$ cat src/rtl/shifter_pkg.sv
// shifter_pkg: mode encodings shared by the pipelined barrel shifter
package shifter_pkg;
    localparam int MODE_W = 3;
    localparam logic [MODE_W-1:0] MODE_SLL = 3'd0;
    localparam logic [MODE_W-1:0] MODE_SRL = 3'd1;
    localparam logic [MODE_W-1:0] MODE_SRA = 3'd2;
    localparam logic [MODE_W-1:0] MODE_ROL = 3'd3;
    localparam logic [MODE_W-1:0] MODE_ROR = 3'd4;
endpackage

$ cat src/rtl/multifunction_shifter_pipe_stage.sv
// shift_stage: one power-of-two shift/rotate step plus its pipeline register
module shift_stage
    import shifter_pkg::*;
#(
    parameter int WIDTH = 8,
    parameter int SHIFT = 1,
    parameter int AMT_W = $clog2(WIDTH)
) (
    input  logic              clk,
    input  logic              rst,
    input  logic              en,
    input  logic              in_valid,
    input  logic              in_sign,
    input  logic [WIDTH-1:0]  in_data,
    input  logic [MODE_W-1:0] in_mode,
    input  logic [AMT_W-1:0]  in_amt,
    output logic              out_valid,
    output logic              out_sign,
    output logic [WIDTH-1:0]  out_data,
    output logic [MODE_W-1:0] out_mode,
    output logic [AMT_W-1:0]  out_amt
);
    logic [WIDTH-1:0] fill;
    logic [WIDTH-1:0] shifted;
    // Bit 0 of the remaining amount selects this stage; pass-through modes ignore it
    always_comb begin
        fill    = ~({WIDTH{1'b1}} >> SHIFT) & {WIDTH{in_sign}};
        shifted = !in_amt[0]           ? in_data :
                  in_mode == MODE_SLL  ? in_data << SHIFT :
                  in_mode == MODE_SRL  ? in_data >> SHIFT :
                  in_mode == MODE_SRA  ? (in_data >> SHIFT) | fill :
                  in_mode == MODE_ROL  ? (in_data << SHIFT) | (in_data >> (WIDTH - SHIFT)) :
                  in_mode == MODE_ROR  ? (in_data >> SHIFT) | (in_data << (WIDTH - SHIFT)) :
                  in_data;
    end
    // Stage register: loads on the global advance, consumed amount bit is dropped
    always_ff @(posedge clk or posedge rst) begin
        if (rst) begin
            out_valid <= 1'b0;
            out_sign  <= 1'b0;
            out_data  <= '0;
            out_mode  <= '0;
            out_amt   <= '0;
        end else if (en) begin
            out_valid <= in_valid;
            out_sign  <= in_sign;
            out_data  <= shifted;
            out_mode  <= in_mode;
            out_amt   <= in_amt >> 1;
        end
    end
endmodule

$ cat src/rtl/multifunction_shifter_pipe.sv
// multifunction_shifter_pipe: log2(WIDTH)-stage pipelined shift/rotate unit with valid/ready
module multifunction_shifter_pipe
    import shifter_pkg::*;
#(
    parameter int WIDTH = 8,
    parameter int AMT_W = $clog2(WIDTH)
) (
    input  logic              clk,
    input  logic              rst,
    input  logic              in_valid,
    output logic              in_ready,
    input  logic [WIDTH-1:0]  in_a,
    input  logic [AMT_W-1:0]  in_amt,
    input  logic [MODE_W-1:0] in_mode,
    output logic              out_valid,
    input  logic              out_ready,
    output logic [WIDTH-1:0]  out_y,
    output logic              out_zero
);
    logic              valid_s [AMT_W+1];
    logic              sign_s  [AMT_W+1];
    logic [WIDTH-1:0]  data_s  [AMT_W+1];
    logic [MODE_W-1:0] mode_s  [AMT_W+1];
    logic [AMT_W-1:0]  amt_s   [AMT_W+1];
    logic              advance;
    logic              unused_tail;

    // The whole pipe moves together; it only freezes when a finished result is not taken
    assign advance   = !out_valid || out_ready;
    assign in_ready  = advance && !rst;
    assign valid_s[0] = in_valid;
    assign sign_s[0]  = in_a[WIDTH-1];
    assign data_s[0]  = in_a;
    assign mode_s[0]  = in_mode;
    assign amt_s[0]   = in_amt;
    assign out_valid = valid_s[AMT_W];
    assign out_y     = data_s[AMT_W];
    assign out_zero  = out_y == '0;
    assign unused_tail = ^{sign_s[AMT_W], mode_s[AMT_W], amt_s[AMT_W]};

    for (genvar k = 0; k < AMT_W; k++) begin : g_stage
        shift_stage #(
            .WIDTH(WIDTH),
            .SHIFT(1 << k),
            .AMT_W(AMT_W)
        ) u_stage (
            .clk      (clk),
            .rst      (rst),
            .en       (advance),
            .in_valid (valid_s[k]),
            .in_sign  (sign_s[k]),
            .in_data  (data_s[k]),
            .in_mode  (mode_s[k]),
            .in_amt   (amt_s[k]),
            .out_valid(valid_s[k+1]),
            .out_sign (sign_s[k+1]),
            .out_data (data_s[k+1]),
            .out_mode (mode_s[k+1]),
            .out_amt  (amt_s[k+1])
        );
    end
endmodule

$ cat config.mk
export PLATFORM = sky130hd
export DESIGN_NAME = multifunction_shifter_pipe
export DESIGN_NICKNAME = d
export VERILOG_FILES = /design/src/rtl/shifter_pkg.sv /design/src/rtl/multifunction_shifter_pipe_stage.sv /design/src/rtl/multifunction_shifter_pipe.sv
export SDC_FILE = /design/constraint.sdc
export NUM_CORES = 1
export LEC_CHECK = 0
export CORE_UTILIZATION = 55
export CTS_BUF_LIST = sky130_fd_sc_hd__clkbuf_4 sky130_fd_sc_hd__clkbuf_8
export CTS_CLUSTER_DIAMETER = 80
export CTS_CLUSTER_SIZE = 10
export DETAILED_ROUTE_END_ITERATION = 16
export GPL_ROUTABILITY_DRIVEN = 0
export PLACE_DENSITY = 0.79
export SLEW_MARGIN = 10
export SYNTH_ARGS = -nofsm -noshare
export SYNTH_HDL_FRONTEND = slang
export SYNTH_SLANG_ARGS = --single-unit
$ cat constraint.sdc
create_clock -name clk -period 2.75 [get_ports clk]
set_input_delay 0.4125 -clock clk [delete_from_list [all_inputs] [get_ports clk]]
set_output_delay 0.4125 -clock clk [all_outputs]
set_load 0.005 [all_outputs]
==> run_results.csv, run 1 <==
group,metric,value,unit
placement,port_buffers,28,
timing,period_share,80.47,%
drt,drc,0,
timing,tightest_slew,0.6198,ns
power_and_ir_drop,internal_power,1.462,mW
yosys,synthXorXnorAreaFrac,0.7191,%
timing,finalSetupTns,0,ns
finish,fin_nets,314,
global_route,antenna_found_initial,0,
clock_tree,clk_latency,0.29,ns
finish,drive_gt1_share,5.724,%
clock_tree,cts_tree,"built",
min_path,hold_end,"g_stage[1].u_stage.out_valid$_DFFE_PP0N_",
yosys,syn_area,0.002436,sq mm
yosys,ys_seq_area_share,39.03,%
min_path,min_from,"g_stage[1].u_stage.out_valid$_DFFE_PP0N_",
power_and_ir_drop,power.switching,928.0,uW
yosys,synth_fa_ha_area_share,0.8218,%
yosys,synth_area_leader_cell,"dfrtp_1",
floorplanning,die_w,68.55,um
power_and_ir_drop,irDropWorstVdd,0.3484,mV
clock_tree,post_cts_buffers,0,
yosys,synth_top_family_by_area,"compound AO/OA/AOI/OAI gates",
timing,finClkSkew,0.004057,ns
drt,drt_iter0_drc,125,
clock_tree,cts_resized,0,
floorplanning,core-area,0.004115,sq mm
clock_tree,cts.reportedPaths.clkPinSlew,0.07,ns
yosys,yosys_warnings,0,
drt,viasPerCell,6.317,
global_route,track_usage,26.28,%
job,cap_violations,0,
clock_tree,cts_buffer_depth,2,
power_and_ir_drop,clockPowerShare,16.7,%
yosys,synthSimpleGateAreaFrac,18.64,%
floorplanning,initial_utilization,59.20,%
timing,finalSetupViolations,0,
timing,rsz0062_at_grt,"false",
timing,slew_viol_final,0,
drt,final_antenna_net_count,0,
timing,hold_viol_final,0,
placement,post-place-cells,339,
timing,timing.final.crit_period,2.213,ns
yosys,ys_seq_elements,38,
setup_path,worst-path-max-fanout,3,
yosys,syn_nets,307,
power_and_ir_drop,pwr-share-comb,39.0,%
timing,max_slew_margin,58.68,%
global_route,grt.overflow.total,0,
drt,dr.pass1.iters,6,
timing,max_freq,451.9,MHz
finish,antenna_cells,0,
power_and_ir_drop,switching_share,38.82,%
clock_tree,cts_buffers,5,
yosys,synth_compound_area_share,29.48,%
yosys,syn_avg_cell_area,8.429,sq um
setup_path,r2r-start,"g_stage[0].u_stage.out_mode[2]$_DFFE_PP0N_",
setup_path,timing.reg2reg.setup_slack,0.85,ns
drt,vias,2192,
setup_path,required,2.34,ns
global_route,grt_pass1_vias,1999,
floorplanning,ios,29,
global_route,grt_pass1_wl,9149,um
setup_path,startpoint_type,"register",
setup_path,r2r_end,"g_stage[1].u_stage.out_data[1]$_DFFE_PP0N_",
floorplanning,fp.dieH,68.55,um
min_path,worstHoldPathType,"register to register",
setup_path,arrival,1.80,ns
clock_tree,cts_root_buf,"clkbuf_8",
yosys,synthDistinctLibCells,48,
drt,routed_wl,5502,um
yosys,synth.most_common_cell,"nand2_1",
yosys,synthMuxAreaShare,1.644,%
finish,area_growth,11.97,%
yosys,synth_common_cells,"nand2_1, dfrtp_1, o21ai_0",
clock_tree,clock-sinks,38,
yosys,yosysTopAreaCellShare,39.03,%
yosys,synthArstFlopShare,100.0,%
setup_path,end_kind,"primary output",
setup_path,worstRegToRegCells,4,
power_and_ir_drop,leakage,1.169,nW
global_route,grt_max_degree,39,
power_and_ir_drop,p_per_area,876.4,mW/mm^2
yosys,synth_top_flop_cell,"dfrtp_1",
floorplanning,rows,23,
clock_tree,hold_buffers,0,
finish,finalNonFillerCells,347,
placement,dpl.hpwl,3888,um
yosys,synth-edff-count,0,
timing,hold_ws,0.4644,ns
status,status,"finished clean",
yosys,yosys-top-cells-area,"dfrtp_1, nand2_1, o21ai_0",
floorplanning,dieArea,0.004699,sq mm
drt,post_drt_wl_per_cell,15.86,um
setup_path,path_class,"register to primary output",
power_and_ir_drop,p_seq_share,44.4,%
clock_tree,htreeDepth,2,
min_path,hold_path_depth,2,
yosys,netlist_instances,289,
[critical path, cell delays in order (launching register included)]
cell,delay [ns]
dfrtp_1,0.39
or4_1,0.53
nor2_1,0.11
clkdlybuf4s50_1,0.49
[cell usage in the layout, fill, tap and decap left out, drive strengths merged, types with 8 or more instances in the layout]
| cell type | count |
|---|---|
| inv | 15 |
| nor2 | 14 |
| dfrtp | 38 |
| a21oi | 9 |
| a221oi | 11 |
| nand2 | 47 |
| clkdlybuf4s50 | 28 |
| o21ai | 23 |
| o221ai | 8 |
| o22ai | 12 |
[power groups by stage]
stage,logic (mW),clock network (mW),registers (mW)
global route,1.05,0.426,1.10
finish,0.932,0.398,1.06
detailed placement,0.930,0,1.07
global placement,0.906,0,1.05
CTS,0.934,0.405,1.06
floorplan,0.813,0,0.919
[worst max-delay path by stage]
stage                                               startpoint  slack, ns                                          to
finish              g_stage[2].u_stage.out_data[5]$_DFFE_PP0N_       0.54                                    out_zero
CTS                 g_stage[2].u_stage.out_data[5]$_DFFE_PP0N_       0.51                                    out_zero
floorplan                                            out_ready       1.18                                    in_ready
detailed placement                                  in_mode[0]       0.49  g_stage[0].u_stage.out_data[5]$_DFFE_PP0N_
global route        g_stage[2].u_stage.out_data[5]$_DFFE_PP0N_       0.41                                    out_zero
global placement                                    in_mode[0]       0.55  g_stage[0].u_stage.out_data[1]$_DFFE_PP0N_
[cell type report]
cell class                 count  area (sq um)
multi-input combinational    204          1252
fill                         366          1388
sequential                    38         950.9
clock inverter                 2         12.51
timing repair buffer          32         310.3
inverter                      15         56.30
clock buffer                   6         82.58
tap                           50         62.56
[state kept, by name, summed over array words and instances (netlist names)]
name and flops:
g_stage.u_stage.out_mode 6, g_stage.u_stage.out_data 24, g_stage.u_stage.out_valid 3, g_stage.u_stage.out_amt 3
g_stage.u_stage.out_sign 2
[per-stage QoR]
| step | utilization [%] | setup slack (ns) | area (sq um) | power (mW) |
|---|---|---|---|---|
| 2_1_floorplan | - | 1.180 | 2436 | 1.732 |
| 3_3_place_gp | 63.97 | 0.5537 | 2633 | 1.958 |
| 5_1_grt | 66.28 | 0.4088 | 2728 | 2.581 |
| 4_1_cts | 66.28 | 0.5119 | 2728 | 2.395 |
| 3_5_place_dp | 63.97 | 0.4922 | 2633 | 1.998 |
| 6_report | 66.28 | 0.5371 | 2728 | 2.390 |
[cell families after synthesis]
logic type               count (synthesis)
adder cells (fa/ha/maj)                  2
buffers and inverters                   47
XOR/XNOR                                 2
AND/OR/NAND/NOR                         95
multiplexers                             4
AO/OA/AOI/OAI                          101
flip-flops                              38
[layer usage]
layer	GRT usage, %	routed length, um	share of wire, %
met1	31.32	2387	43
met2	46.08	2771	50
met3	4.441	191	3.5
met4	11.72	151	2.7
met5	0	0	0
No activity file was read; power rests on OpenSTA's default activity.
==> run 2, diff against run 1 <==
clock period = 2.1 ns   (was 2.75 ns; I/O delays follow)
==> run_results.csv, run 2 (synthesis gave the netlist of run 1 again) <==
group,metric,value,unit
status,status,"finished clean",
finish,fin_nets,324,
global_route,track_usage,26.87,%
power_and_ir_drop,p_per_area,1143,mW/mm^2
clock_tree,hold_buffers,0,
floorplanning,initial_utilization,59.20,%
setup_path,startpoint_type,"register",
finish,fin_area,0.002805,sq mm
clock_tree,cts_buffer_depth,2,
finish,fill_cells,348,
clock_tree,cts_tree,"built",
global_route,grt_pass1_vias,2116,
finish,largest_register_ffs,24,
floorplanning,die_w,68.55,um
placement,post-place-cells,347,
floorplanning,core-area,0.004115,sq mm
clock_tree,clock-sinks,38,
drt,drc,0,
floorplanning,ios,29,
setup_path,worst-path-max-fanout,2,
timing,hold_ws,0.4560,ns
finish,area_growth,15.15,%
drt,drt_iter0_drc,124,
timing,timing.final.crit_period,1.848,ns
drt,routed_wl,5518,um
job,cap_violations,0,
setup_path,path_class,"register to primary output",
setup_path,end_kind,"primary output",
timing,finClkSkew,0.009287,ns
setup_path,arrival,1.53,ns
drt,viasPerCell,6.445,
global_route,grt_max_degree,39,
timing,max_slew_margin,62.78,%
timing,slew_viol_final,0,
placement,placed_cell_area,0.002693,sq mm
timing,tightest_slew,0.5443,ns
placement,port_buffers,28,
clock_tree,clk_latency,0.30,ns
power_and_ir_drop,leakage,1.223,nW
setup_path,crit_path_start,"g_stage[2].u_stage.out_data[4]$_DFFE_PP0N_",
timing,hold_viol_final,0,
setup_path,required,1.78,ns
clock_tree,cts_root_buf,"clkbuf_8",
finish,top_regs,"g_stage.u_stage.out_data x24, g_stage.u_stage.out_mode x6",
min_path,worstHoldPathType,"input pin to asynchronous set/reset pin",
timing,finalSetupTns,0,ns
drt,vias,2301,
finish,antenna_cells,0,
setup_path,worstRegToRegCells,4,
floorplanning,dieArea,0.004699,sq mm
setup_path,timing.reg2reg.setup_slack,0.43,ns
drt,post_drt_wl_per_cell,15.46,um
global_route,antenna_found_initial,0,
finish,finalNonFillerCells,357,
setup_path,r2r_end,"g_stage[1].u_stage.out_data[1]$_DFFE_PP0N_",
floorplanning,rows,23,
timing,max_freq,541.0,MHz
setup_path,r2r-start,"g_stage[0].u_stage.out_mode[2]$_DFFE_PP0N_",
finish,drive_gt1_share,9.121,%
finish,regMostFlops,"g_stage.u_stage.out_data",
timing,rsz0062_at_grt,"false",
clock_tree,cts.reportedPaths.clkPinSlew,0.08,ns
global_route,grt_pass1_wl,9390,um
floorplanning,fp.dieH,68.55,um
setup_path,crit_end,"out_zero",
drt,final_antenna_net_count,0,
timing,period_share,88.02,%
clock_tree,cts_buffers,5,
drt,dr.pass1.iters,6,
clock_tree,htreeDepth,2,
power_and_ir_drop,irDropWorstVdd,0.5996,mV
global_route,grt.overflow.total,0,
finish,final_cell_mix,"nand2_1, dfrtp_1, clkdlybuf4s50_1",
timing,finalSetupViolations,0,
placement,dpl.hpwl,3922,um
finish,final_common_cell,"nand2_1",
-- run 2: cell count changes in the layout (fill, tap and decap cells not counted), sizes merged --
| cell | previous run | this run |
|---|---|---|
| dlygate4sd2 | 0 | 1 |
| clkdlybuf4s50 | 28 | 27 |
| buf | 4 | 14 |
-- run 2: timing repair --
| item | 4_1_cts | 5_1_grt |
|---|---|---|
| resized for setup | 2 | 0 |
| endpoints found under the setup margin | 1 | 0 |
| endpoints found under the hold margin | 0 | 0 |
| setup buffers | 2 | 0 |
-- run 2: how the worst min path moves through the flow --
stage	cells after the start	startpoint	slack (ns)	end
floorplan	2	in_amt[2]	0.43	g_stage[0].u_stage.out_amt[1]$_DFFE_PP0N_
global placement	1	g_stage[1].u_stage.out_valid$_DFFE_PP0N_	0.44	g_stage[2].u_stage.out_valid$_DFFE_PP0N_
detailed placement	1	g_stage[1].u_stage.out_valid$_DFFE_PP0N_	0.45	g_stage[2].u_stage.out_valid$_DFFE_PP0N_
CTS	1	g_stage[1].u_stage.out_valid$_DFFE_PP0N_	0.46	g_stage[2].u_stage.out_valid$_DFFE_PP0N_
global route	1	g_stage[1].u_stage.out_valid$_DFFE_PP0N_	0.51	g_stage[2].u_stage.out_valid$_DFFE_PP0N_
finish	3	rst	0.46	g_stage[0].u_stage.out_amt[0]$_DFFE_PP0N_
-- run 2: layout make-up --
class | instances | area (sq um) | area share [%]
clock buffer | 6 | 82.58 | 2.944
clock inverter | 2 | 12.51 | 0.4460
timing repair buffer | 42 | 384.1 | 13.69
sequential | 38 | 950.9 | 33.90
tap | 50 | 62.56 | 2.230
inverter | 15 | 56.30 | 2.007
multi-input combinational | 204 | 1256 | 44.78
-- run 2: per-stage QoR --
step / power [mW] / worst slack, ns / util (%)
2_1_floorplan: 2.268 / 0.6492 / -
3_3_place_gp: 2.605 / 0.1026 / 65.43
3_5_place_dp: 2.643 / 0.04034 / 65.43
4_1_cts: 3.204 / 0.2404 / 68.17
5_1_grt: 3.477 / 0.1517 / 68.17
6_report: 3.205 / 0.2516 / 68.17
-- run 2: power by group --
part           switching [mW]  internal, mW  leakage (nW)
sequential              0.336          1.01         0.448
combinational           0.631         0.696         0.727
clock                   0.265         0.264        0.0472
total                    1.23          1.97          1.22
-- run 2: worst max-delay path, stage by stage (launching register included) --
cell and delay, ns:
dfrtp_1 0.39, or4_4 0.51, nor2_1 0.10, dlygate4sd2_1 0.23
-- run 2: layer usage --
metal	up-vias	track usage (%)	wire (um)
met3	11	5.263	277
met5	-	0	0
met4	0	13.80	131
met1	1108	31.70	2270
li1	1099	-	-
met2	83	46.08	2839
==> run 3, diff against run 2 <==
CORE_UTILIZATION = 50   (was 55)
PLACE_DENSITY = 0.7   (was 0.79)
==> run_results.csv, run 3 (synthesis gave the netlist of run 1 again) <==
group,metric,value,unit
floorplanning,dieArea,0.005155,sq mm
finish,fin_area,0.002821,sq mm
timing,tightest_slew,0.5662,ns
floorplanning,fp.dieH,71.80,um
timing,max_slew_margin,61.76,%
timing,finalSetupViolations,0,
finish,final_common_cell,"nand2_1",
finish,fin_nets,326,
setup_path,end_kind,"primary output",
drt,routed_wl,5606,um
drt,dr.pass1.iters,4,
min_path,worstHoldPathType,"input pin to asynchronous set/reset pin",
timing,rsz0062_at_grt,"false",
drt,post_drt_wl_per_cell,15.44,um
finish,final_cell_mix,"nand2_1, dfrtp_1, clkdlybuf4s50_1",
power_and_ir_drop,leakage,1.231,nW
timing,finClkSkew,0.005308,ns
clock_tree,cts_root_buf,"clkbuf_8",
drt,viasPerCell,6.121,
setup_path,arrival,1.51,ns
clock_tree,hold_buffers,0,
timing,hold_viol_final,0,
clock_tree,cts_buffers,5,
floorplanning,core-area,0.004692,sq mm
timing,finalSetupTns,0,ns
floorplanning,initial_utilization,51.92,%
global_route,track_usage,23.73,%
clock_tree,clk_latency,0.29,ns
floorplanning,rows,25,
placement,port_buffers,28,
power_and_ir_drop,p_per_area,1149,mW/mm^2
timing,period_share,87.09,%
global_route,grt.overflow.total,0,
power_and_ir_drop,power,3.243,mW
floorplanning,die_w,71.80,um
clock_tree,htreeDepth,2,
drt,drc,0,
setup_path,required,1.78,ns
finish,drive_gt1_share,9.385,%
finish,antenna_cells,0,
floorplanning,ios,29,
timing,timing.final.ws_setup,0.2710,ns
clock_tree,cts_buffer_depth,2,
clock_tree,cts.reportedPaths.clkPinSlew,0.08,ns
drt,final_antenna_net_count,0,
finish,largest_register_ffs,24,
setup_path,worst-path-max-fanout,2,
setup_path,startpoint_type,"register",
placement,dpl.hpwl,3941,um
power_and_ir_drop,irDropWorstVdd,0.4756,mV
drt,drt_iter0_drc,195,
setup_path,r2r-start,"g_stage[0].u_stage.out_mode[2]$_DFFE_PP0N_",
setup_path,timing.reg2reg.setup_slack,0.46,ns
setup_path,path_class,"register to primary output",
finish,top_regs,"g_stage.u_stage.out_data x24, g_stage.u_stage.out_mode x6",
global_route,grt_pass1_vias,2097,
global_route,grt_pass1_wl,9680,um
job,cap_violations,0,
placement,place_ws,0.02100,ns
timing,timing.final.crit_period,1.829,ns
setup_path,r2r_end,"g_stage[1].u_stage.out_data[1]$_DFFE_PP0N_",
timing,max_freq,546.8,MHz
timing,slew_viol_final,0,
clock_tree,clock-sinks,38,
global_route,grt_max_degree,39,
finish,regMostFlops,"g_stage.u_stage.out_data",
status,status,"finished clean",
clock_tree,cts_tree,"built",
global_route,antenna_found_initial,0,
placement,placed_cell_area,0.002690,sq mm
finish,area_growth,15.82,%
setup_path,worstRegToRegCells,4,
drt,vias,2222,
[run 3: cell types whose count changed in the layout (fill, tap and decap cells not counted), sizes merged]
cell / change
buf: +2
[run 3: worst max-delay path, cell delays in order, from the launching register on]
cell and delay (ns):
dfrtp_1 0.38, or4_1 0.51, nor2_1 0.10, dlygate4sd2_1 0.23
[run 3: worst max-delay path by stage]
| stage | startpoint | end | slack (ns) | cells after the start |
|---|---|---|---|---|
| floorplan | g_stage[2].u_stage.out_valid$_DFFE_PP0N_ | in_ready | 0.65 | 4 |
| global placement | in_mode[2] | g_stage[0].u_stage.out_data[3]$_DFFE_PP0N_ | 0.09 | 5 |
| detailed placement | in_mode[2] | g_stage[0].u_stage.out_data[3]$_DFFE_PP0N_ | 0.02 | 5 |
| CTS | g_stage[2].u_stage.out_data[6]$_DFFE_PP0N_ | out_zero | 0.26 | 3 |
| global route | in_mode[2] | g_stage[0].u_stage.out_data[4]$_DFFE_PP0N_ | 0.19 | 5 |
| finish | g_stage[2].u_stage.out_data[0]$_DFFE_PP0N_ | out_zero | 0.27 | 3 |
[run 3: repair_timing]
action	CTS	global route
setup buffers	5	0
gates resized for setup	1	0
setup endpoints to repair	1	0
[run 3: per-layer routing]
layer,GRT usage (%),wire length [um],vias to the layer above
met2,41.82,2872,68
met4,8.061,63,0
met1,30.09,2440,1051
met5,0,0,-
li1,-,-,1096
met3,2.954,229,7
[run 3: power breakdown]
group	switching (mW)	total [mW]	internal, mW
combinational	0.643	1.36	0.720
clock	0.265	0.529	0.264
sequential	0.337	1.35	1.01
[run 3: final cells by class]
| class | instances | area, sq um |
|---|---|---|
| multi-input cells | 204 | 1252 |
| well taps | 54 | 67.56 |
| inverters | 15 | 56.30 |
| clock buffers | 6 | 82.58 |
| repair buffers | 44 | 399.1 |
| flip-flops and latches | 38 | 950.9 |
| clock inverters | 2 | 12.51 |
| fillers | 449 | 1871 |
[run 3: through the flow]
stage	utilization [%]	cells	hold WS [ns]
2_1_floorplan	-	289	0.4275
3_3_place_gp	57.33	350	0.4424
3_5_place_dp	57.33	350	0.4455
4_1_cts	60.13	363	0.4624
5_1_grt	60.13	363	0.5003
6_report	60.13	363	0.4583
